===== src/rtl/bsg_gray_arb_pkg.sv =====
// Shared types and helpers for the round-robin gray-to-binary arbiter.
package bsg_gray_arb_pkg;

    // Index width that stays at least one bit wide for a single requester.
    function automatic int unsigned safe_clog2(input int unsigned n);
        return (n <= 1) ? 1 : $clog2(n);
    endfunction

    // Last-grant pointer value after reset, so requester 0 is searched first.
    function automatic int unsigned rr_reset_ptr(input int unsigned els);
        return (els == 0) ? 0 : els - 1;
    endfunction

    localparam int unsigned default_width_lp  = 16;
    localparam int unsigned default_els_lp    = 4;
    localparam int unsigned default_lg_els_lp = 2;

    // Held result layout for the default configuration; the arbiter declares
    // the same layout at its own parameterised widths.
    typedef struct packed {
        logic                         v;
        logic [default_lg_els_lp-1:0] id;
        logic [default_width_lp-1:0]  binary;
    } gray_arb_result_t;

endpackage


===== src/rtl/bsg_gray_rr_pick.sv =====
// Round-robin picker: rotate requests to start after the last grant,
// priority-encode the lowest set bit, then rotate the index back.
module bsg_gray_rr_pick
    import bsg_gray_arb_pkg::*;
#(
    parameter int unsigned  els_p     = 4,
    localparam int unsigned lg_els_lp = safe_clog2(els_p)
) (
    input  logic [els_p-1:0]     req_i,
    input  logic [lg_els_lp-1:0] last_i,
    input  logic                 en_i,
    output logic [els_p-1:0]     grant_o,
    output logic [lg_els_lp-1:0] idx_o,
    output logic                 v_o
);

    int unsigned      start_c;
    int unsigned      off_c;
    int unsigned      sel_c;
    logic             found_c;
    logic [els_p-1:0] rot_c;

    // Rotate, priority encode, rotate back; grant only when enabled.
    always_comb begin
        start_c = (32'(last_i) + 32'd1) % els_p;
        rot_c   = '0;
        for (int unsigned j = 0; j < els_p; j++) begin
            rot_c[j] = req_i[(start_c + j) % els_p];
        end

        found_c = 1'b0;
        off_c   = 0;
        for (int unsigned j = 0; j < els_p; j++) begin
            if (!found_c && rot_c[j]) begin
                found_c = 1'b1;
                off_c   = j;
            end
        end

        sel_c   = (start_c + off_c) % els_p;
        idx_o   = lg_els_lp'(sel_c);
        v_o     = found_c & en_i;
        grant_o = v_o ? (els_p'(1) << sel_c) : '0;
    end

endmodule


===== src/rtl/bsg_gray_to_binary.sv =====
// Combinational gray-code to binary converter.
module bsg_gray_to_binary #(
    parameter int unsigned width_p = 16
) (
    input  logic [width_p-1:0] gray_i,
    output logic [width_p-1:0] binary_o
);

    // Each binary bit is the XOR of all gray bits at or above its position.
    always_comb begin
        binary_o = '0;
        for (int unsigned k = 0; k < width_p; k++) begin
            binary_o[k] = ^(gray_i >> k);
        end
    end

endmodule


===== src/rtl/bsg_gray_to_binary_rr_arb.sv =====
// Time-shares one gray-to-binary converter among els_p requesters with a
// round-robin grant and a one-entry registered, id-tagged result.
module bsg_gray_to_binary_rr_arb
    import bsg_gray_arb_pkg::*;
#(
    parameter int unsigned  width_p   = 16,
    parameter int unsigned  els_p     = 4,
    localparam int unsigned lg_els_lp = safe_clog2(els_p)
) (
    input  logic                     clk_i,
    input  logic                     reset_n_i,
    input  logic [els_p-1:0]         v_i,
    input  logic [els_p*width_p-1:0] gray_i,
    output logic [els_p-1:0]         yumi_o,
    output logic                     v_o,
    output logic [width_p-1:0]       binary_o,
    output logic [lg_els_lp-1:0]     id_o,
    input  logic                     yumi_i
);

    typedef struct packed {
        logic                 v;
        logic [lg_els_lp-1:0] id;
        logic [width_p-1:0]   binary;
    } result_t;

    result_t              res_q, res_d;
    logic [lg_els_lp-1:0] last_q, last_d;

    logic                 en_c;
    logic                 accept_c;
    logic [els_p-1:0]     grant_c;
    logic [lg_els_lp-1:0] pick_id_c;
    logic [width_p-1:0]   gray_sel_c;
    logic [width_p-1:0]   binary_c;

    // The output slot can take a new word when empty or being drained;
    // no grant is ever issued while reset is held.
    assign en_c = (~res_q.v | yumi_i) & reset_n_i;

    bsg_gray_rr_pick #(
        .els_p (els_p)
    ) u_pick (
        .req_i   (v_i),
        .last_i  (last_q),
        .en_i    (en_c),
        .grant_o (grant_c),
        .idx_o   (pick_id_c),
        .v_o     (accept_c)
    );

    // One-hot mux of the granted word; unrequested words never reach the converter.
    always_comb begin
        gray_sel_c = '0;
        for (int unsigned i = 0; i < els_p; i++) begin
            if (grant_c[i]) begin
                gray_sel_c = gray_i[i*width_p +: width_p];
            end
        end
    end

    bsg_gray_to_binary #(
        .width_p (width_p)
    ) u_g2b (
        .gray_i   (gray_sel_c),
        .binary_o (binary_c)
    );

    // Next state: load on accept (replacing any drained result), else drain on yumi.
    always_comb begin
        res_d  = res_q;
        last_d = last_q;
        if (accept_c) begin
            res_d.v      = 1'b1;
            res_d.id     = pick_id_c;
            res_d.binary = binary_c;
            last_d       = pick_id_c;
        end else if (yumi_i) begin
            res_d.v = 1'b0;
        end
    end

    // Result register and last-grant pointer.
    always_ff @(posedge clk_i or negedge reset_n_i) begin
        if (!reset_n_i) begin
            res_q  <= '0;
            last_q <= lg_els_lp'(rr_reset_ptr(els_p));
        end else begin
            res_q  <= res_d;
            last_q <= last_d;
        end
    end

    assign yumi_o   = grant_c;
    assign v_o      = res_q.v;
    assign binary_o = res_q.binary;
    assign id_o     = res_q.id;

    // The consumer may only take a result that is actually held.
    yumi_without_valid: assert property (@(posedge clk_i) disable iff (!reset_n_i)
        !(yumi_i && !res_q.v))
        else $error("yumi_i asserted while v_o is low");

endmodule

===== config.mk =====
export PLATFORM = sky130hd
export DESIGN_NAME = bsg_gray_to_binary_rr_arb
export DESIGN_NICKNAME = d
export VERILOG_FILES = /design/src/rtl/bsg_gray_arb_pkg.sv /design/src/rtl/bsg_gray_rr_pick.sv /design/src/rtl/bsg_gray_to_binary.sv /design/src/rtl/bsg_gray_to_binary_rr_arb.sv
export SDC_FILE = /design/constraint.sdc
export NUM_CORES = 1
export LEC_CHECK = 0
export BUFFER_PORTS_ARGS = -buffer_cell sky130_fd_sc_hd__buf_4
export CAP_MARGIN = 20
export CORE_MARGIN = 2
export CORE_UTILIZATION = 51
export CTS_BUF_LIST = sky130_fd_sc_hd__clkbuf_8
export CTS_CLUSTER_SIZE = 30
export DETAILED_ROUTE_END_ITERATION = 8
export GPL_ROUTABILITY_DRIVEN = 0
export GPL_TIMING_DRIVEN = 0
export PLACE_DENSITY = 0.81
export SLEW_MARGIN = 10
export SYNTH_ARGS = -nofsm -noshare
export SYNTH_HDL_FRONTEND = slang
export SYNTH_SLANG_ARGS = --single-unit

===== constraint.sdc =====
create_clock -name clk_i -period 6 [get_ports clk_i]
set_input_delay 1.2 -clock clk_i [delete_from_list [all_inputs] [get_ports clk_i]]
set_output_delay 1.2 -clock clk_i [all_outputs]
set_load 0.01 [all_outputs]

Yosys cells after proc, flatten, opt, wreduce, memory -nomap -nowiden:

Cells that the tools add are included.

* output and inout port bits: 23
* register bits after elaboration: 21
* logic and storage cells: 63

* $add $sub $neg: 5
* bitwise gates (word level): 4
* reductions and logical operators: 23
* multiplexer cells: 22
* shifts and indexed selects: 1
* order comparisons: 4

Operator list (count)
* $reduce_xor A16 Y1: 16
* $mux W16: 4
* $lt A2 B3 Y1 const B: 4
* $mux W1: 11
* $bmux W1 S2: 4
* $add A2 B1 Y2 const B: 2
* $add A2 B2 Y2 const B: 2
* $mux W2: 2
* $mux W4: 1
* $shl A1 B2 Y4 const A: 1
* $logic_and A1 B1 Y1: 3
* $logic_not A1 Y1: 3
* $add A2 B2 Y2: 1
* $and A1 B1 Y1: 2
* $reduce_bool A2 Y1: 1
* $not A1 Y1: 1
* $or A1 B1 Y1: 1

Longest topological paths before layout:

Gate-level depths: netlist (run 1).

* word-level depth: 21
* mapped depth: 19
* depth with buffers taken out: 16

Hierarchy:

Synthesis (run 1) repeated with hierarchy kept, for this count alone.

* cell total of the unflattened synthesis: 180
* area, all modules: 1848.0 um^2

Modules (own cells, without submodules)
* bsg_gray_to_binary_rr_arb: seq. area each 528.0 um^2, cells an instance 113, instances 1, area each 1231.2 um^2
* bsg_gray_to_binary: seq. area each 0.0 um^2, cells an instance 29, instances 1, area each 311.5 um^2
* bsg_gray_rr_pick: seq. area each 0.0 um^2, cells an instance 38, instances 1, area each 305.3 um^2

Worst setup path before layout (run 1):

OpenSTA, ideal clock, no wires.

* path kind: input to register
* from: input port v_i[0]
* to: register res_q (netlist bit binary_o[2])
* arrival: 4.732 ns
* slack: 1.144 ns
* stages on the path: 16
* cells stage by stage: nor3b_1 > o21ai_0 > o2111ai_1 > ha_1 > xnor2_1 > xnor2_1 > buf_2 > nand3_1 > nand2_1 > buf_2 > mux4_2 > nand2_1 > xnor2_1 > xnor3_2 > xnor3_1 > mux2_2

* word-level cells in the longest chain between the ends: 20

RTL lines
* start, declared: line bsg_gray_to_binary_rr_arb.sv:12 `input logic [els_p-1:0] v_i,`
* $bmux W1 S2: line bsg_gray_rr_pick.sv:28 `rot_c[j] = req_i[(start_c + j) % els_p];`
* $mux W1 (not written as such): line bsg_gray_rr_pick.sv:28
* $mux W1: line bsg_gray_rr_pick.sv:34 `if (!found_c && rot_c[j]) begin`
* $logic_not A1 Y1: line bsg_gray_rr_pick.sv:34
* $logic_and A1 B1 Y1: line bsg_gray_rr_pick.sv:34
* $mux W1: line bsg_gray_rr_pick.sv:34
* $logic_not A1 Y1: line bsg_gray_rr_pick.sv:34
* $logic_and A1 B1 Y1: line bsg_gray_rr_pick.sv:34
* $mux W1: line bsg_gray_rr_pick.sv:34
* $logic_not A1 Y1: line bsg_gray_rr_pick.sv:34
* $logic_and A1 B1 Y1: line bsg_gray_rr_pick.sv:34
* $mux W2: line bsg_gray_rr_pick.sv:34
* $add A2 B2 Y2: line bsg_gray_rr_pick.sv:40 `sel_c = (start_c + off_c) % els_p;`
* $shl A1 B2 Y4: line bsg_gray_rr_pick.sv:43 `grant_o = v_o ? (els_p'(1) << sel_c) : '0;`
* $mux W4: line bsg_gray_rr_pick.sv:43
* $mux W16 (4 in series): line bsg_gray_to_binary_rr_arb.sv:56 `if (grant_c[i]) begin`
* $reduce_xor A16 Y1: line bsg_gray_to_binary.sv:13 `binary_o[k] = ^(gray_i >> k);`
* end signal, assigned: line bsg_gray_to_binary_rr_arb.sv:89 `res_q <= res_d;`
* end, declared: line bsg_gray_to_binary_rr_arb.sv:27 `result_t res_q, res_d;`

Parallel ways exist; a longest one is shown, timed or not. The select of a mux whose other input is x is not followed.
A chain may end at the register's enable or synchronous reset.

Worst setup path after layout (run 1):

* from: input port v_i[3]
* to: register res_q (netlist bit binary_o[2])

The elaborated chain is that of the path after synthesis.

==> flow_summary.json, run 1 <==
{
  "outcome": "finished clean",
  "worst_slew_pin_slew_ns": 0.662,
  "maxCapViolCount": 0,
  "clockBufferDepth": 2,
  "power_density_nw_per_um2": 831,
  "clk_pin_slew_ns": 0.08,
  "dieArea_um2": 5270,
  "rsz0062_at_grt": "no",
  "postCtsResizedCells": 0,
  "die_h_um": 72.6,
  "p_comb_frac": 0.865,
  "cts_hold_buf": 0,
  "tns_ns": 0,
  "worstPathCellList": "buf_4, nor2_1, nand3b_1, o2111ai_1, ha_1, xnor2_1, xnor2_1, buf_2, nand3_1, nand2_1, buf_2, mux4_2, nand2_1, xnor2_1, xnor3_2, xnor3_1, mux2_2",
  "cts_tree": "yes",
  "crit_fanout": 10,
  "hold_depth": 2,
  "setup_ws_ns": 0.736,
  "diodes": 0,
  "grt_start_max_net_pins": 25,
  "cts_setup_buffers": 0,
  "layout_common_cells": "95 x buf_4, 44 x nand2_1, 19 x dfrtp_1, 18 x xnor2_1, 16 x nor2_1",
  "crit_family": "XOR/XNOR gates",
  "worstSetupEndpointType": "flip-flop",
  "arrival_ns": 5.42,
  "root_buffer": "clkbuf_8",
  "synth_top_flop_cell": "dfrtp_1",
  "dpl.hpwl_mm": 5.24,
  "first_pass_iters": 4,
  "synth.avg_cell_area_um2": 8.69,
  "h-tree-depth": 1,
  "hp-start": "binary_o[5]$_DFFE_PN0P_",
  "postRouteWirelength_mm": 6.55,
  "path_buf_inv": 3,
  "startpoint_type": "primary input",
  "clkLatencyLatePin_ns": 0.27,
  "io_pins": 94,
  "r2r-start": "last_q[0]$_DFFE_PN1P_",
  "ys_ff_latch": 21,
  "cts_buffers": 3,
  "final_nets": 446,
  "sw_frac_of_total": 0.449,
  "slowest_stage": "mux4_2",
  "max_slew_margin": 0.559,
  "hold_viol": 0,
  "maxSlewViolCount": 0,
  "area_growth_pct": 33.7,
  "grt-ovfl-total": 0,
  "peakVddDrop_uv": 522,
  "p_leak_nw": 1.48,
  "synth-edff-count": 0,
  "p_switching_w": 0.00120,
  "design_area_um2": 3210,
  "setup_viol": 0,
  "min_period_over_period": 0.877,
  "drcViolationCount": 0,
  "hold_slack_ns": 0.483,
  "portBuffers": 93,
  "holdPathEnd": "binary_o[5]$_DFFE_PN0P_",
  "placed_area_um2": 3160,
  "fmax_mhz": 190,
  "ant_nets": 0,
  "internal-power_w": 0.00147,
  "synthesis.nets": 348,
  "vias_per_cell": 5.79,
  "p_clk_frac": 0.035,
  "pre_cts_ws_ns": 0.500,
  "reg2reg_slack_ns": 1.20,
  "grt_pass1_vias": 2455,
  "dieWidth_um": 72.6,
  "total_power_w": 0.00267,
  "r2r_end": "binary_o[1]$_DFFE_PN0P_",
  "drive_above_1_share": 0.349,
  "gr-usage-all-layers": 0.263,
  "async_reset_ff_frac": 1.00,
  "core-area_um2": 4440,
  "initial_utilization": 0.540,
  "route.detailed.wl_per_inst_um": 15.4,
  "grt_pass1_wl_mm": 11.1,
  "syn_area_um2": 2400,
  "crit_path_frequent_cell": "xnor2_1",
  "seqPwrFrac": 0.100,
  "synth_cell_types": 65,
  "synthCells": 276,
  "min_period_ns": 5.26,
  "r2r_cells": 17,
  "ys.warnings.count": 0,
  "finClkSkew_ns": 0.00485,
  "final_common_cell": "buf_4",
  "cp_data_required_time_ns": 6.16,
  "drt_iter0_markers": 186,
  "max_stage_delay_ns": 0.56,
  "ys_seq_area_frac": 0.220,
  "vias": 2462,
  "row_count": 24,
  "hp-class": "reg -> reg",
  "antenna_found_initial": 0,
  "crit_type": "in -> reg",
  "clock_sinks": 21
}
## worst max path at each step
stage | start | to | slack [ns] | depth (start not counted)
final | v_i[3] | binary_o[2]$_DFFE_PN0P_ | 0.74 | 17
after CTS | v_i[3] | binary_o[2]$_DFFE_PN0P_ | 0.77 | 17
after global routing | v_i[0] | binary_o[2]$_DFFE_PN0P_ | 0.40 | 17
after floorplan | v_i[0] | binary_o[2]$_DFFE_PN0P_ | 1.14 | 16
after detailed placement | v_i[3] | binary_o[2]$_DFFE_PN0P_ | 0.50 | 17
after global placement | v_i[0] | binary_o[2]$_DFFE_PN0P_ | 0.56 | 14
## metrics by stage
stage,cells,util
final,425,0.722
after global routing,425,0.722
after CTS,425,0.722
after detailed placement,421,0.712
after global placement,421,0.712
after floorplan,276,-
## area by class of cell
cell class	instances	area, um2
multi-input combinational	234	1780
buffer	13	61.3
inverter	8	30.0
tap	52	65.1
fill	365	1240
timing repair buffer	93	698
clock inverter	1	3.75
sequential	21	528
clock buffer	3	41.3
## power groups by stage
stage               sequential, W  clock [W]  combinational (W)
floorplan                0.000290          0            0.00180
global placement         0.000267          0            0.00223
detailed placement       0.000268          0            0.00229
CTS                      0.000266  0.0000947            0.00229
global route             0.000275   0.000101            0.00252
finish                   0.000266  0.0000931            0.00231
## synth_stat cells (5+ instances only)
cell / count / area share
a21oi_1: 9 / 0.019
a31oi_1: 5 / 0.013
clkbuf_1: 7 / 0.011
dfrtp_1: 19 / 0.20
inv_1: 7 / 0.011
mux2i_1: 5 / 0.021
mux4_2: 8 / 0.075
nand2_1: 44 / 0.069
nand3_1: 6 / 0.013
nor2_1: 16 / 0.025
nor3_1: 12 / 0.025
o21ai_0: 13 / 0.027
xnor2_1: 18 / 0.066
xnor3_1: 5 / 0.047
xor2_1: 9 / 0.033
## registers in the layout, summed over array words and instances, names as in the netlist
signal and cells:
binary_o 16, id_o 2, last_q 2, v_o 1
## cells by family (layout without fill, tap and decap cells)
| family | Yosys count | after routing | share of synthesized area |
|---|---|---|---|
| buffers and inverters | 21 | 118 | 0.0381 |
| muxes | 16 | 16 | 0.110 |
| AOI/OAI and AO/OA | 71 | 71 | 0.226 |
| DFF | 21 | 21 | 0.220 |
| and+or+nand+nor | 111 | 111 | 0.229 |
| adders and majority gates | 1 | 1 | 0.00521 |
| xor gates and xnor gates | 35 | 35 | 0.172 |
## worst reg2reg max path, delay by kind of cell, from the launching register on
family                     cells  cell delay [ns]
buffers and inverters          6             1.61
AOI/OAI and AO/OA              5             0.81
muxes                          2             0.70
DFF                            1             0.52
xor gates and xnor gates       1             0.35
adders and majority gates      1             0.34
and+or+nand+nor                2             0.34
## layer usage
| metal | routed length (um) | GRT usage | up-vias |
|---|---|---|---|
| li1 | - | - | 1210 |
| met1 | 2820 | 0.352 | 1141 |
| met2 | 3210 | 0.445 | 101 |
| met3 | 439 | 0.0511 | 10 |
| met4 | 82 | 0.0556 | 0 |
| met5 | 0 | 0 | - |
No activity file was read; power rests on OpenSTA's default activity.
==> inputs of run 2 (changes only) <==
--- a/config.mk
+++ b/config.mk
@@ -5,16 +5,19 @@
 export SDC_FILE = /design/constraint.sdc
 export NUM_CORES = 1
 export LEC_CHECK = 0
+export ABC_AREA = 0
 export BUFFER_PORTS_ARGS = -buffer_cell sky130_fd_sc_hd__buf_4
 export CAP_MARGIN = 20
+export CELL_PAD_IN_SITES_DETAIL_PLACEMENT = 0
+export CELL_PAD_IN_SITES_GLOBAL_PLACEMENT = 2
 export CORE_MARGIN = 2
-export CORE_UTILIZATION = 51
+export CORE_UTILIZATION = 29
 export CTS_BUF_LIST = sky130_fd_sc_hd__clkbuf_8
 export CTS_CLUSTER_SIZE = 30
 export DETAILED_ROUTE_END_ITERATION = 8
 export GPL_ROUTABILITY_DRIVEN = 0
 export GPL_TIMING_DRIVEN = 0
-export PLACE_DENSITY = 0.81
+export PLACE_DENSITY = 0.82
 export SLEW_MARGIN = 10
 export SYNTH_ARGS = -nofsm -noshare
 export SYNTH_HDL_FRONTEND = slang
==> run 2 against run 1 <==
  * Die area up 71%
  * Via count is 0.16% lower
  * Worst setup slack gained 0.0058 ns
  * Clock power is 3.5% lower
  * Largest power group unchanged
  * Critical path type unchanged
==> flow_summary.json, run 2 (synthesized netlist as in run 1, its figures left out) <==
{
  "outcome": "finished clean",
  "grt_start_max_net_pins": 25,
  "cp-endpoint": "binary_o[2]$_DFFE_PN0P_",
  "total_power_w": 0.00265,
  "vias_per_cell": 5.14,
  "final_common_cell": "buf_4",
  "min_period_over_period": 0.876,
  "fmax_mhz": 190,
  "grt_pass1_wl_mm": 11.6,
  "clkLatencyLatePin_ns": 0.26,
  "drive_above_1_share": 0.349,
  "r2r_end": "binary_o[2]$_DFFE_PN0P_",
  "hold_viol": 0,
  "cts_hold_buf": 0,
  "rsz0062_at_grt": "no",
  "core-area_um2": 8130,
  "r2r_cells": 15,
  "tns_ns": 0,
  "diodes": 0,
  "root_buffer": "clkbuf_8",
  "hp-class": "reg -> reg",
  "max_slew_margin": 0.531,
  "worst_slew_pin_slew_ns": 0.703,
  "ant_nets": 0,
  "drt_iter0_markers": 110,
  "area_growth_pct": 36.4,
  "antenna_found_initial": 0,
  "worstSetupEndpointType": "flip-flop",
  "p_leak_nw": 1.48,
  "r2r-start": "last_q[0]$_DFFE_PN1P_",
  "final_nets": 446,
  "initial_utilization": 0.295,
  "peakVddDrop_uv": 336,
  "setup_viol": 0,
  "hold_slack_ns": 0.482,
  "cp_data_required_time_ns": 6.15,
  "postRouteWirelength_mm": 7.12,
  "layout_common_cells": "95 x buf_4, 44 x nand2_1, 19 x dfrtp_1, 18 x xnor2_1, 16 x nor2_1",
  "clockBufferDepth": 2,
  "vias": 2458,
  "cts_buffers": 3,
  "maxSlewViolCount": 0,
  "cts_tree": "yes",
  "crit_fanout": 10,
  "cp-startpoint": "v_i[3]",
  "h-tree-depth": 1,
  "dieWidth_um": 95.0,
  "dpl.hpwl_mm": 5.85,
  "clock_sinks": 21,
  "multi_input_area_um2": 1780,
  "startpoint_type": "primary input",
  "maxCapViolCount": 0,
  "route.detailed.wl_per_inst_um": 14.9,
  "power_density_nw_per_um2": 810,
  "largest_reg_flops": 16,
  "crit_type": "in -> reg",
  "clk_pin_slew_ns": 0.08,
  "first_pass_iters": 4,
  "dieArea_um2": 9020,
  "grt_pass1_vias": 2305,
  "row_count": 33,
  "finClkSkew_ns": 0.00697,
  "gr-usage-all-layers": 0.163,
  "min_period_ns": 5.26,
  "fillCellCount": 843,
  "io_pins": 94,
  "arrival_ns": 5.41,
  "design_area_um2": 3270,
  "drcViolationCount": 0,
  "postCtsResizedCells": 0,
  "grt-ovfl-total": 0,
  "portBuffers": 93,
  "cts_setup_buffers": 0,
  "reg2reg_slack_ns": 1.14,
  "placed_area_um2": 3230,
  "die_h_um": 95.0,
  "seqCellArea_um2": 528
}
run 2: worst min path at each step:
stage	to	startpoint	cells past startpoint
CTS	binary_o[4]$_DFFE_PN0P_	binary_o[4]$_DFFE_PN0P_	2
global placement	binary_o[4]$_DFFE_PN0P_	binary_o[4]$_DFFE_PN0P_	2
finish	binary_o[4]$_DFFE_PN0P_	binary_o[4]$_DFFE_PN0P_	2
global route	binary_o[5]$_DFFE_PN0P_	binary_o[5]$_DFFE_PN0P_	2
detailed placement	binary_o[14]$_DFFE_PN0P_	binary_o[14]$_DFFE_PN0P_	2
floorplan	last_q[1]$_DFFE_PN1P_	last_q[1]$_DFFE_PN1P_	2
run 2: layer usage:
layer  wire, um  part of all wire  track usage
met4         44            0.0062       0.0145
met1       3210              0.45        0.231
met3        375             0.053       0.0255
met5          0                 0            0
met2       3490              0.49        0.271
run 2: report_power, final:
part           internal (W)  leakage (nW)  switching [W]
Clock             0.0000456        0.0269      0.0000443
Sequential         0.000226         0.239      0.0000403
Combinational       0.00120          1.21        0.00110
Total               0.00147          1.48        0.00118
run 2: critical path, cell delays in order:
cell and delay, ns:
buf_4 0.14, nor2_1 0.16, nand3b_1 0.13, o2111ai_1 0.13
ha_1 0.38, inv_1 0.25, clkbuf_1 0.41, clkbuf_1 0.59
and3_1 0.34, o31ai_1 0.11, a2111oi_2 0.45, xnor3_2 0.49
xnor3_1 0.35, mux2_2 0.27
run 2: area by class of cell:
class / instances / area share
tap: 105 / 0.0401
buffer: 13 / 0.0187
inverter: 8 / 0.00917
clock buffer: 3 / 0.0126
clock inverter: 1 / 0.00115
sequential: 21 / 0.161
multi-input combinational: 234 / 0.544
timing repair buffer: 93 / 0.213
run 2: stage by stage:
step / cells / utilization / worst slack [ns]
after floorplan: 276 / - / 1.14
after global placement: 474 / 0.397 / 0.417
after detailed placement: 474 / 0.397 / 0.397
after CTS: 478 / 0.403 / 0.677
after global routing: 478 / 0.403 / 0.449
final: 478 / 0.403 / 0.741
